==> src/rtl/game_step_scheduler.sv <==
// Frame-pacing scheduler: turns frame_tick pulses into STEP_CYCLES-long step_en bursts for the Pong controller.
// Latency: first step_en clock follows the qualifying frame_tick by 1 clk; btn_raw reaches the FSM after 2 sync flops (+ debounce).
// Backpressure: none; ticks during a burst are dropped and flagged in sticky frame_overrun.
//
// Ports: clk/reset (sync, active-high); frame_tick, btn_raw, player_scored, ai_scored, game_over in;
//        step_en, paused, serving, halted, frame_overrun out.
// Optional feature: define SCHED_DEBOUNCE_EN to debounce the synchronised button over DEBOUNCE_CYCLES samples.
module game_step_scheduler #(
    parameter int STEP_CYCLES     = 4,
    parameter int FRAME_DIV       = 1,
    parameter int SERVE_FRAMES    = 60,
    parameter int DEBOUNCE_CYCLES = 250000
) (
    input  logic clk,
    input  logic reset,
    input  logic frame_tick,
    input  logic btn_raw,
    input  logic player_scored,
    input  logic ai_scored,
    input  logic game_over,
    output logic step_en,
    output logic paused,
    output logic serving,
    output logic halted,
    output logic frame_overrun
);

    localparam int DIV_W   = $clog2(FRAME_DIV + 1);
    localparam int STEP_W  = $clog2(STEP_CYCLES + 1);
    localparam int SERVE_W = $clog2(SERVE_FRAMES + 1);

    localparam logic [DIV_W-1:0]   DIV_LAST   = DIV_W'(FRAME_DIV - 1);
    localparam logic [STEP_W-1:0]  STEP_LAST  = STEP_W'(STEP_CYCLES - 1);
    localparam logic [SERVE_W-1:0] SERVE_LAST = SERVE_W'(SERVE_FRAMES - 1);

    typedef enum logic [2:0] {
        WAIT_FRAME = 3'd0,
        RUN        = 3'd1,
        SERVE_WAIT = 3'd2,
        PAUSED     = 3'd3,
        OVER       = 3'd4
    } state_t;

    state_t state_q, state_d;

    logic [DIV_W-1:0]   div_cnt_q,   div_cnt_d;
    logic [STEP_W-1:0]  burst_cnt_q, burst_cnt_d;
    logic [SERVE_W-1:0] serve_cnt_q, serve_cnt_d;
    logic score_pend_q, score_pend_d;
    logic over_pend_q,  over_pend_d;
    logic pause_pend_q, pause_pend_d;
    logic overrun_q,    overrun_d;

    // Button path: 2-flop synchroniser, optional debounce, rising-edge detect.
    logic sync1_q, sync2_q;
    logic btn_prev_q;
    logic btn_lvl;
    logic btn_evt;

    always_ff @(posedge clk) begin
        if (reset) begin
            sync1_q    <= 1'b0;
            sync2_q    <= 1'b0;
            btn_prev_q <= 1'b0;
        end else begin
            sync1_q    <= btn_raw;
            sync2_q    <= sync1_q;
            btn_prev_q <= btn_lvl;
        end
    end

`ifdef SCHED_DEBOUNCE_EN
    localparam int DB_W = $clog2(DEBOUNCE_CYCLES + 1);
    localparam logic [DB_W-1:0] DB_LAST = DB_W'(DEBOUNCE_CYCLES - 1);

    logic [DB_W-1:0] db_cnt_q, db_cnt_d;
    logic            db_lvl_q, db_lvl_d;

    // db_cnt counts consecutive samples that differ from the accepted level;
    // any sample matching the accepted level (i.e. a glitch back) restarts it.
    always_comb begin
        db_cnt_d = db_cnt_q;
        db_lvl_d = db_lvl_q;
        if (sync2_q == db_lvl_q) begin
            db_cnt_d = '0;
        end else if (db_cnt_q >= DB_LAST) begin
            db_lvl_d = sync2_q;
            db_cnt_d = '0;
        end else begin
            db_cnt_d = db_cnt_q + DB_W'(1);
        end
    end

    always_ff @(posedge clk) begin
        if (reset) begin
            db_cnt_q <= '0;
            db_lvl_q <= 1'b0;
        end else begin
            db_cnt_q <= db_cnt_d;
            db_lvl_q <= db_lvl_d;
        end
    end

    assign btn_lvl = db_lvl_q;
`else
    assign btn_lvl = sync2_q;
`endif

    assign btn_evt = btn_lvl & ~btn_prev_q;

    // Pend flags as they will stand after this burst clock, so flags raised
    // on the final burst clock still steer the exit.
    logic score_next, over_next;

    always_comb begin
        state_d      = state_q;
        div_cnt_d    = div_cnt_q;
        burst_cnt_d  = burst_cnt_q;
        serve_cnt_d  = serve_cnt_q;
        score_pend_d = score_pend_q;
        over_pend_d  = over_pend_q;
        pause_pend_d = pause_pend_q;
        overrun_d    = overrun_q;
        score_next   = score_pend_q | player_scored | ai_scored;
        over_next    = over_pend_q | game_over;

        case (state_q)
            WAIT_FRAME: begin
                // Pause wins over a same-cycle frame tick.
                if (btn_evt || pause_pend_q) begin
                    state_d      = PAUSED;
                    pause_pend_d = 1'b0;
                end else if (frame_tick) begin
                    if (div_cnt_q >= DIV_LAST) begin
                        div_cnt_d   = '0;
                        burst_cnt_d = '0;
                        state_d     = RUN;
                    end else begin
                        div_cnt_d = div_cnt_q + DIV_W'(1);
                    end
                end
            end

            RUN: begin
                if (btn_evt) begin
                    pause_pend_d = 1'b1;
                end
                if (frame_tick) begin
                    overrun_d = 1'b1;
                end
                if (burst_cnt_q >= STEP_LAST) begin
                    burst_cnt_d  = '0;
                    score_pend_d = 1'b0;
                    over_pend_d  = 1'b0;
                    if (over_next) begin
                        state_d = OVER;
                    end else if (score_next) begin
                        serve_cnt_d = '0;
                        state_d     = SERVE_WAIT;
                    end else begin
                        state_d = WAIT_FRAME;
                    end
                end else begin
                    burst_cnt_d  = burst_cnt_q + STEP_W'(1);
                    score_pend_d = score_next;
                    over_pend_d  = over_next;
                end
            end

            SERVE_WAIT: begin
                // A press here is remembered and acted on from WAIT_FRAME.
                if (btn_evt) begin
                    pause_pend_d = 1'b1;
                end
                if (frame_tick) begin
                    if (serve_cnt_q >= SERVE_LAST) begin
                        serve_cnt_d = '0;
                        div_cnt_d   = '0;
                        state_d     = WAIT_FRAME;
                    end else begin
                        serve_cnt_d = serve_cnt_q + SERVE_W'(1);
                    end
                end
            end

            PAUSED: begin
                if (btn_evt) begin
                    div_cnt_d = '0;
                    state_d   = WAIT_FRAME;
                end
            end

            OVER: begin
                if (btn_evt) begin
                    div_cnt_d    = '0;
                    pause_pend_d = 1'b0;
                    state_d      = WAIT_FRAME;
                end
            end

            default: begin
                state_d = WAIT_FRAME;
            end
        endcase
    end

    always_ff @(posedge clk) begin
        if (reset) begin
            state_q      <= WAIT_FRAME;
            div_cnt_q    <= '0;
            burst_cnt_q  <= '0;
            serve_cnt_q  <= '0;
            score_pend_q <= 1'b0;
            over_pend_q  <= 1'b0;
            pause_pend_q <= 1'b0;
            overrun_q    <= 1'b0;
        end else begin
            state_q      <= state_d;
            div_cnt_q    <= div_cnt_d;
            burst_cnt_q  <= burst_cnt_d;
            serve_cnt_q  <= serve_cnt_d;
            score_pend_q <= score_pend_d;
            over_pend_q  <= over_pend_d;
            pause_pend_q <= pause_pend_d;
            overrun_q    <= overrun_d;
        end
    end

    // Outputs are gated by reset so a mid-burst reset kills step_en in the
    // very clock it is sampled, not one clock later.
    assign step_en       = ~reset & (state_q == RUN);
    assign paused        = ~reset & (state_q == PAUSED);
    assign serving       = ~reset & (state_q == SERVE_WAIT);
    assign halted        = ~reset & (state_q == OVER);
    assign frame_overrun = ~reset & overrun_q;

endmodule

==> config.mk <==
export PLATFORM = sky130hd
export DESIGN_NAME = game_step_scheduler
export DESIGN_NICKNAME = d
export VERILOG_FILES = /design/src/rtl/game_step_scheduler.sv
export SDC_FILE = /design/constraint.sdc
export NUM_CORES = 1
export LEC_CHECK = 0
export CORE_MARGIN = 1
export CORE_UTILIZATION = 40
export CTS_CLUSTER_SIZE = 8
export DETAILED_ROUTE_END_ITERATION = 12
export GPL_TIMING_DRIVEN = 1
export HOLD_SLACK_MARGIN = 0.03
export PLACE_DENSITY_LB_ADDON = 0.05
export SLEW_MARGIN = 20
export SYNTH_ARGS = -nofsm -noshare
export SYNTH_HDL_FRONTEND = slang
export SYNTH_SLANG_ARGS = --single-unit
==> constraint.sdc <==
create_clock -name clk -period 1.8 [get_ports clk]
set_clock_uncertainty 0.05 [all_clocks]
set_input_delay 0.45 -clock clk [delete_from_list [all_inputs] [get_ports clk]]
set_output_delay 0.45 -clock clk [all_outputs]
set_load 0.03 [all_outputs]
==> results.md, run 1 <==
* CTS tree: yes
* Final setup TNS at -0.0248 ns
* Post-route ant nets at 0
* Worst Path Class, Setup: flip-flop to output port
* Number of library cell types mapped by synthesis at 36
* Initial core utilization at 44.2%
* Post-synthesis mux area share at 0.986%
* Slew Limit Headroom at 76.9%
* Layout cell share with drive strength beyond 1 at 30.8%
* Layout area overhead at 41.1%
* Final WS setup at -0.0248 ns
* Hold depth at 1
* Clock power share at 20.5%
* Peak VDD IR at 0.000570 V
* Main combinational cell family by area after synthesis: simple AND/OR/NAND/NOR gates
* Ports at 12
* Via count at 1013
* Post-Synthesis Cell Area at 1010 µm²
* Arrival @ worst endpoint at 1.32 ns
* YS warnings at 0
* Synth Area in Adders at 3.70%
* Sw Pwr at 0.358 mW
* Tmin final at 1.82 ns
* Vias in the first global route at 867
* Post-synth EDFFs at 0
* Clock Pin Slew Worst Setup and Hold Paths at 0.11 ns
* Fillers at 216
* Pint at 0.736 mW
* Worst Reg-to-Reg Cells at 7
* Period Utilization, post-route at 101%
* Startpoint Class: flip-flop
* CTS root buf: clkbuf_4
* Cts-stage hold buffer count at 0
* Sw Ratio at 32.7%
* Dpl cell area at 1310 µm²
* Initial DRC Count at 14
* Initial antenna violation count at 0
* Register area share after synthesis at 37.5%
* Ant. Diodes at 0
* Worst hold path class: flip-flop to flip-flop
* Via density per instance at 5.51
* Syn_area_per_cell at 8.39 µm²
* Most frequent cells in the layout: 27 x buf_4, 15 x dfxtp_1, 10 x nor2_1, 8 x inv_1, 8 x a21oi_1
* Syn Inst Count at 121
* Fin. Hold Viols at 0
* RSZ-0062 raised after global routing: true
* Core Region at 2300 µm²
* Final slew viol count at 0
* Net count after synthesis at 131
* LEAKAGE at 0.576 nW
* Post-synthesis register bit count at 19
* Worst slew pin tran at 0.346 ns
* DRC Markers at 0
* Max cap viols at 0
* Clock sink total at 19
* DPL Wire Length at 1770 µm
* Nets at 167
* Compound-gate portion of the synthesized area at 23.9%
* Sequential share of power at 43.5%
* Pre-Repair DR Iteration Count at 4
* Comb pwr share at 36.0%
* Most used DFF post-synth: dfxtp_1
* Die Footprint at 2740 µm²
* CP Capture Type: output port
* Largest net degree at the start of global routing at 14
* Rows at 17
* Crit-path max FO at 4
* Die Wd at 52.4 µm
* Post-Synth Simple-Gate Area at 29.1%
* Status: finished, violations left
* Final Wtd Congestion at 0.846
* Worst endpoint required time at 1.30 ns
* CTS H-tree depth at 1
* PortBufs at 11
* Routed wire length at 2440 µm
* Setup violators final at 1
* GRT Residual Overflow at 0
* Global-route wire length before repair at 3880 µm
* CTS Buffer Depth at 2
* Wire per inst at 13.3 µm
* Post-route cell area at 1430 µm²
* PD cells at 765 nW/µm²
* FMAX at 548 MHz
* CTS buffer count at 3
* Tot GR Track Use at 19.5%
* Clk Latency, worst-skew pair at 0.30 ns
* Xor and xnor area share after synthesis at 0%
* FFs w/ async S/R, synth at 0%
* Commonest non-fill, non-tap cell in the layout: buf_4
* Failing checks: negative setup slack
* Die Span Y at 52.4 µm
==> synth_stat cells (4+ instances only) <==
cell type | instances | area, µm²
o31ai_1 | 4 | 30.0
nand2_1 | 6 | 22.5
nor2b_1 | 7 | 43.8
o211ai_1 | 4 | 30.0
dfxtp_1 | 19 | 380
inv_1 | 8 | 30.0
nor2_1 | 12 | 45.0
nand2b_1 | 4 | 25.0
a21oi_1 | 8 | 40.0
clkbuf_1 | 4 | 15.0
nand3_1 | 6 | 30.0
==> through the flow <==
| step | instances | setup slack [ns] | util (%) | total power, mW | hold WS, ns |
|---|---|---|---|---|---|
| 2_1_floorplan | 121 | 0.000828 | - | 0.674 | 0.364 |
| 3_3_place_gp | 176 | -0.188 | 57.2 | 0.817 | 0.393 |
| 3_5_place_dp | 176 | -0.239 | 57.2 | 0.819 | 0.385 |
| 4_1_cts | 182 | -0.0810 | 59.6 | 1.06 | 0.414 |
| 5_1_grt | 184 | -0.0828 | 62.3 | 1.16 | 0.429 |
| 6_report | 184 | -0.0248 | 62.3 | 1.09 | 0.409 |
==> registers in the layout (all words and copies together), names as in the netlist <==
register / count
overrun_q: 1
score_pend_q: 1
btn_prev_q: 1
sync1_q: 1
btn_lvl: 1
serve_cnt_q: 6
burst_cnt_q: 3
over_pend_q: 1
state_q: 3
pause_pend_q: 1
==> kinds of logic after synthesis <==
family	count (synthesis)
AO/OA/AOI/OAI	35
adder cells (fa/ha/maj)	3
buffers and inverters	13
flip-flops	19
multiplexers	1
AND/OR/NAND/NOR	50
==> final timing paths <==
kind	from	end	slack, ns
setup reg to reg	burst_cnt_q[1]	serve_cnt_q[1]	0.10
hold / removal	sync1_q	btn_lvl	0.41
hold reg to reg	sync1_q	btn_lvl	0.41
setup / recovery	state_q[0]	step_en	-0.02
==> final cells by class <==
cell class | count | area [µm²] | area share [%]
timing repair buffer | 36 | 304 | 21.2
sequential | 19 | 388 | 27.1
clock buffer | 4 | 26.3 | 1.84
inverter | 8 | 30.0 | 2.10
tap | 28 | 35.0 | 2.45
multi-input combinational | 89 | 648 | 45.3
==> critical path, cell delays in order, from the launching register on <==
cell and delay [ns]:
dfxtp_2 0.37, or3b_4 0.40, nor2_4 0.12, buf_6 0.13
==> power by group through the flow <==
stage / logic [mW] / clock network [mW] / registers (mW)
2_1_floorplan: 0.193 / 0 / 0.481
3_3_place_gp: 0.333 / 0 / 0.484
3_5_place_dp: 0.334 / 0 / 0.485
4_1_cts: 0.352 / 0.233 / 0.474
5_1_grt: 0.428 / 0.250 / 0.480
6_report: 0.394 / 0.224 / 0.476
==> routing by layer <==
metal	up-vias	track usage, %	share of wire, %
li1	517	-	-
met1	478	26.1	50
met2	16	30.6	46
met3	2	6.09	3.2
met4	0	3.95	0.49
met5	-	0	0
==> what timing repair did <==
action | in CTS | in global routing
setup endpoints to repair | 10 | 11
pin swaps | 1 | 6
gates resized for setup | 8 | 11
buffers inserted | 3 | 2
(Power assumes the default switching activity.)
==> run 2, diff against run 1 <==
- CORE_MARGIN: 1 -> 2
- DONT_BUFFER_PORTS: unset -> 1
==> run 2 against run 1 <==
Against the previous run:
- the flow now finishes without violations
- sequential share of layout area grew 3.6 points
- via count fell by 9.7%
- sequential power barely moved
- maximum frequency rose by 1.6%
- combinational power decreased by 17%
- hold slack got worse by 0.25 ns
- first-iteration DRC count grew 50%
- non-clock buffer count is 17 lower
- worst setup slack better by 0.028 ns
- sequential cell count unchanged
- final area is 12% lower
==> results.md, run 2 (synthesis gave the netlist of run 1 again) <==
* Worst Path Class, Setup: flip-flop to output port
* Layout area overhead at 23.9%
* Period Utilization, post-route at 99.8%
* Initial DRC Count at 21
* RSZ-0062 raised after global routing: true
* DPL Wire Length at 1600 µm
* Final WS setup at 0.00344 ns
* Clock sink total at 19
* Regs by FF count: serve_cnt_q x6, burst_cnt_q x3, state_q x3
* Final Wtd Congestion at 0.739
* Ant. Diodes at 0
* Core Region at 2430 µm²
* Total Power at 1.01 mW
* Crit-path max FO at 6
* Vias in the first global route at 867
* Via density per instance at 5.41
* Post-route ant nets at 0
* PortBufs at 0
* Biggest register: serve_cnt_q
* Layout cell share with drive strength beyond 1 at 23.7%
* Cts-stage hold buffer count at 0
* Wire per inst at 13.2 µm
* CTS root buf: clkbuf_4
* Worst hold path class: input pin to flip-flop
* Clk Latency, worst-skew pair at 0.29 ns
* Ports at 12
* Die Wd at 54.4 µm
* Die Span Y at 54.4 µm
* Final slew viol count at 0
* Pre-Repair DR Iteration Count at 4
* CTS H-tree depth at 1
* Startpoint Class: flip-flop
* Most frequent cells in the layout: 16 x dfxtp_1, 16 x buf_4, 11 x nor2_1, 8 x inv_1, 8 x a21oi_1
* FMAX at 557 MHz
* CTS tree: yes
* Tmin final at 1.80 ns
* Setup violators final at 0
* Largest net degree at the start of global routing at 22
* Worst endpoint required time at 1.30 ns
* Max reg flops at 6
* Initial antenna violation count at 0
* Status: completed
* CTS buffer count at 3
* Worst slew pin tran at 0.444 ns
* Max cap viols at 0
* Tot GR Track Use at 17.3%
* Fin. Hold Viols at 0
* LEAKAGE at 0.490 nW
* Nets at 150
* CTS Buffer Depth at 2
* DRC Markers at 0
* Peak VDD IR at 0.000413 V
* Routed wire length at 2230 µm
* Die Footprint at 2960 µm²
* WHS at 0.161 ns
* Initial core utilization at 41.7%
* CP Capture Type: output port
* Rows at 18
* Global-route wire length before repair at 3710 µm
* PD cells at 806 nW/µm²
* Fillers at 237
* Clock Pin Slew Worst Setup and Hold Paths at 0.10 ns
* Setup WS pre-CTS at 0.0688 ns
* Arrival @ worst endpoint at 1.30 ns
* Via count at 915
* GRT Residual Overflow at 0
* Slew Limit Headroom at 70.0%
-- run 2: what timing repair did --
item                       4_1_cts  5_1_grt
pin swaps                        3        4
hold endpoints to repair         0        0
gates resized for setup          3        9
setup endpoints to repair        4       11
buffers inserted                 4        1
-- run 2: layout make-up --
class | count | area, µm² | area share (%)
clock buffer | 4 | 26.3 | 2.09
inverter | 8 | 30.0 | 2.39
multi-input combinational | 89 | 623 | 49.6
sequential | 19 | 387 | 30.7
tap | 30 | 37.5 | 2.99
timing repair buffer | 19 | 154 | 12.2
-- run 2: critical path: stages (launching register included) --
cell     delay (ns)
dfxtp_4        0.38
or3b_4         0.37
nor2_1         0.09
buf_4          0.16
-- run 2: report_power, final --
part           leakage, nW  switching, mW  internal [mW]  total (mW)
Sequential           0.156         0.0223          0.453       0.476
Combinational        0.319          0.167          0.160       0.327
Clock               0.0150          0.126         0.0861       0.212
-- run 2: path summary, 6_finish.rpt --
path | start | endpoint | slack (ns) | cells after the start
hold / removal | reset | state_q[0] | 0.16 | 1
hold reg to reg | sync1_q | btn_lvl | 0.40 | 1
setup reg to reg | state_q[2] | serve_cnt_q[3] | 0.15 | 5
setup / recovery | state_q[2] | serving | 0.003 | 3
-- run 2: metal layers --
| layer | track usage [%] | vias up | part of all wire (%) | routed length [µm] |
|---|---|---|---|---|
| li1 | - | 480 | - | - |
| met1 | 19.8 | 426 | 44 | 974 |
| met2 | 31.7 | 7 | 54 | 1200 |
| met3 | 2.73 | 2 | 2.1 | 47 |
| met4 | 6.67 | 0 | 0.54 | 12 |
| met5 | 0 | - | 0 | 0 |
-- run 2: per-stage QoR --
step	setup TNS, ns	util [%]	instances	cell area (µm²)
final	0	51.7	169	1260
after global routing	-0.108	51.7	169	1260
after CTS	-0.0384	49.9	168	1210
after detailed placement	0	47.4	160	1150
after global placement	0	47.4	160	1150
after floorplan	0	-	121	1030
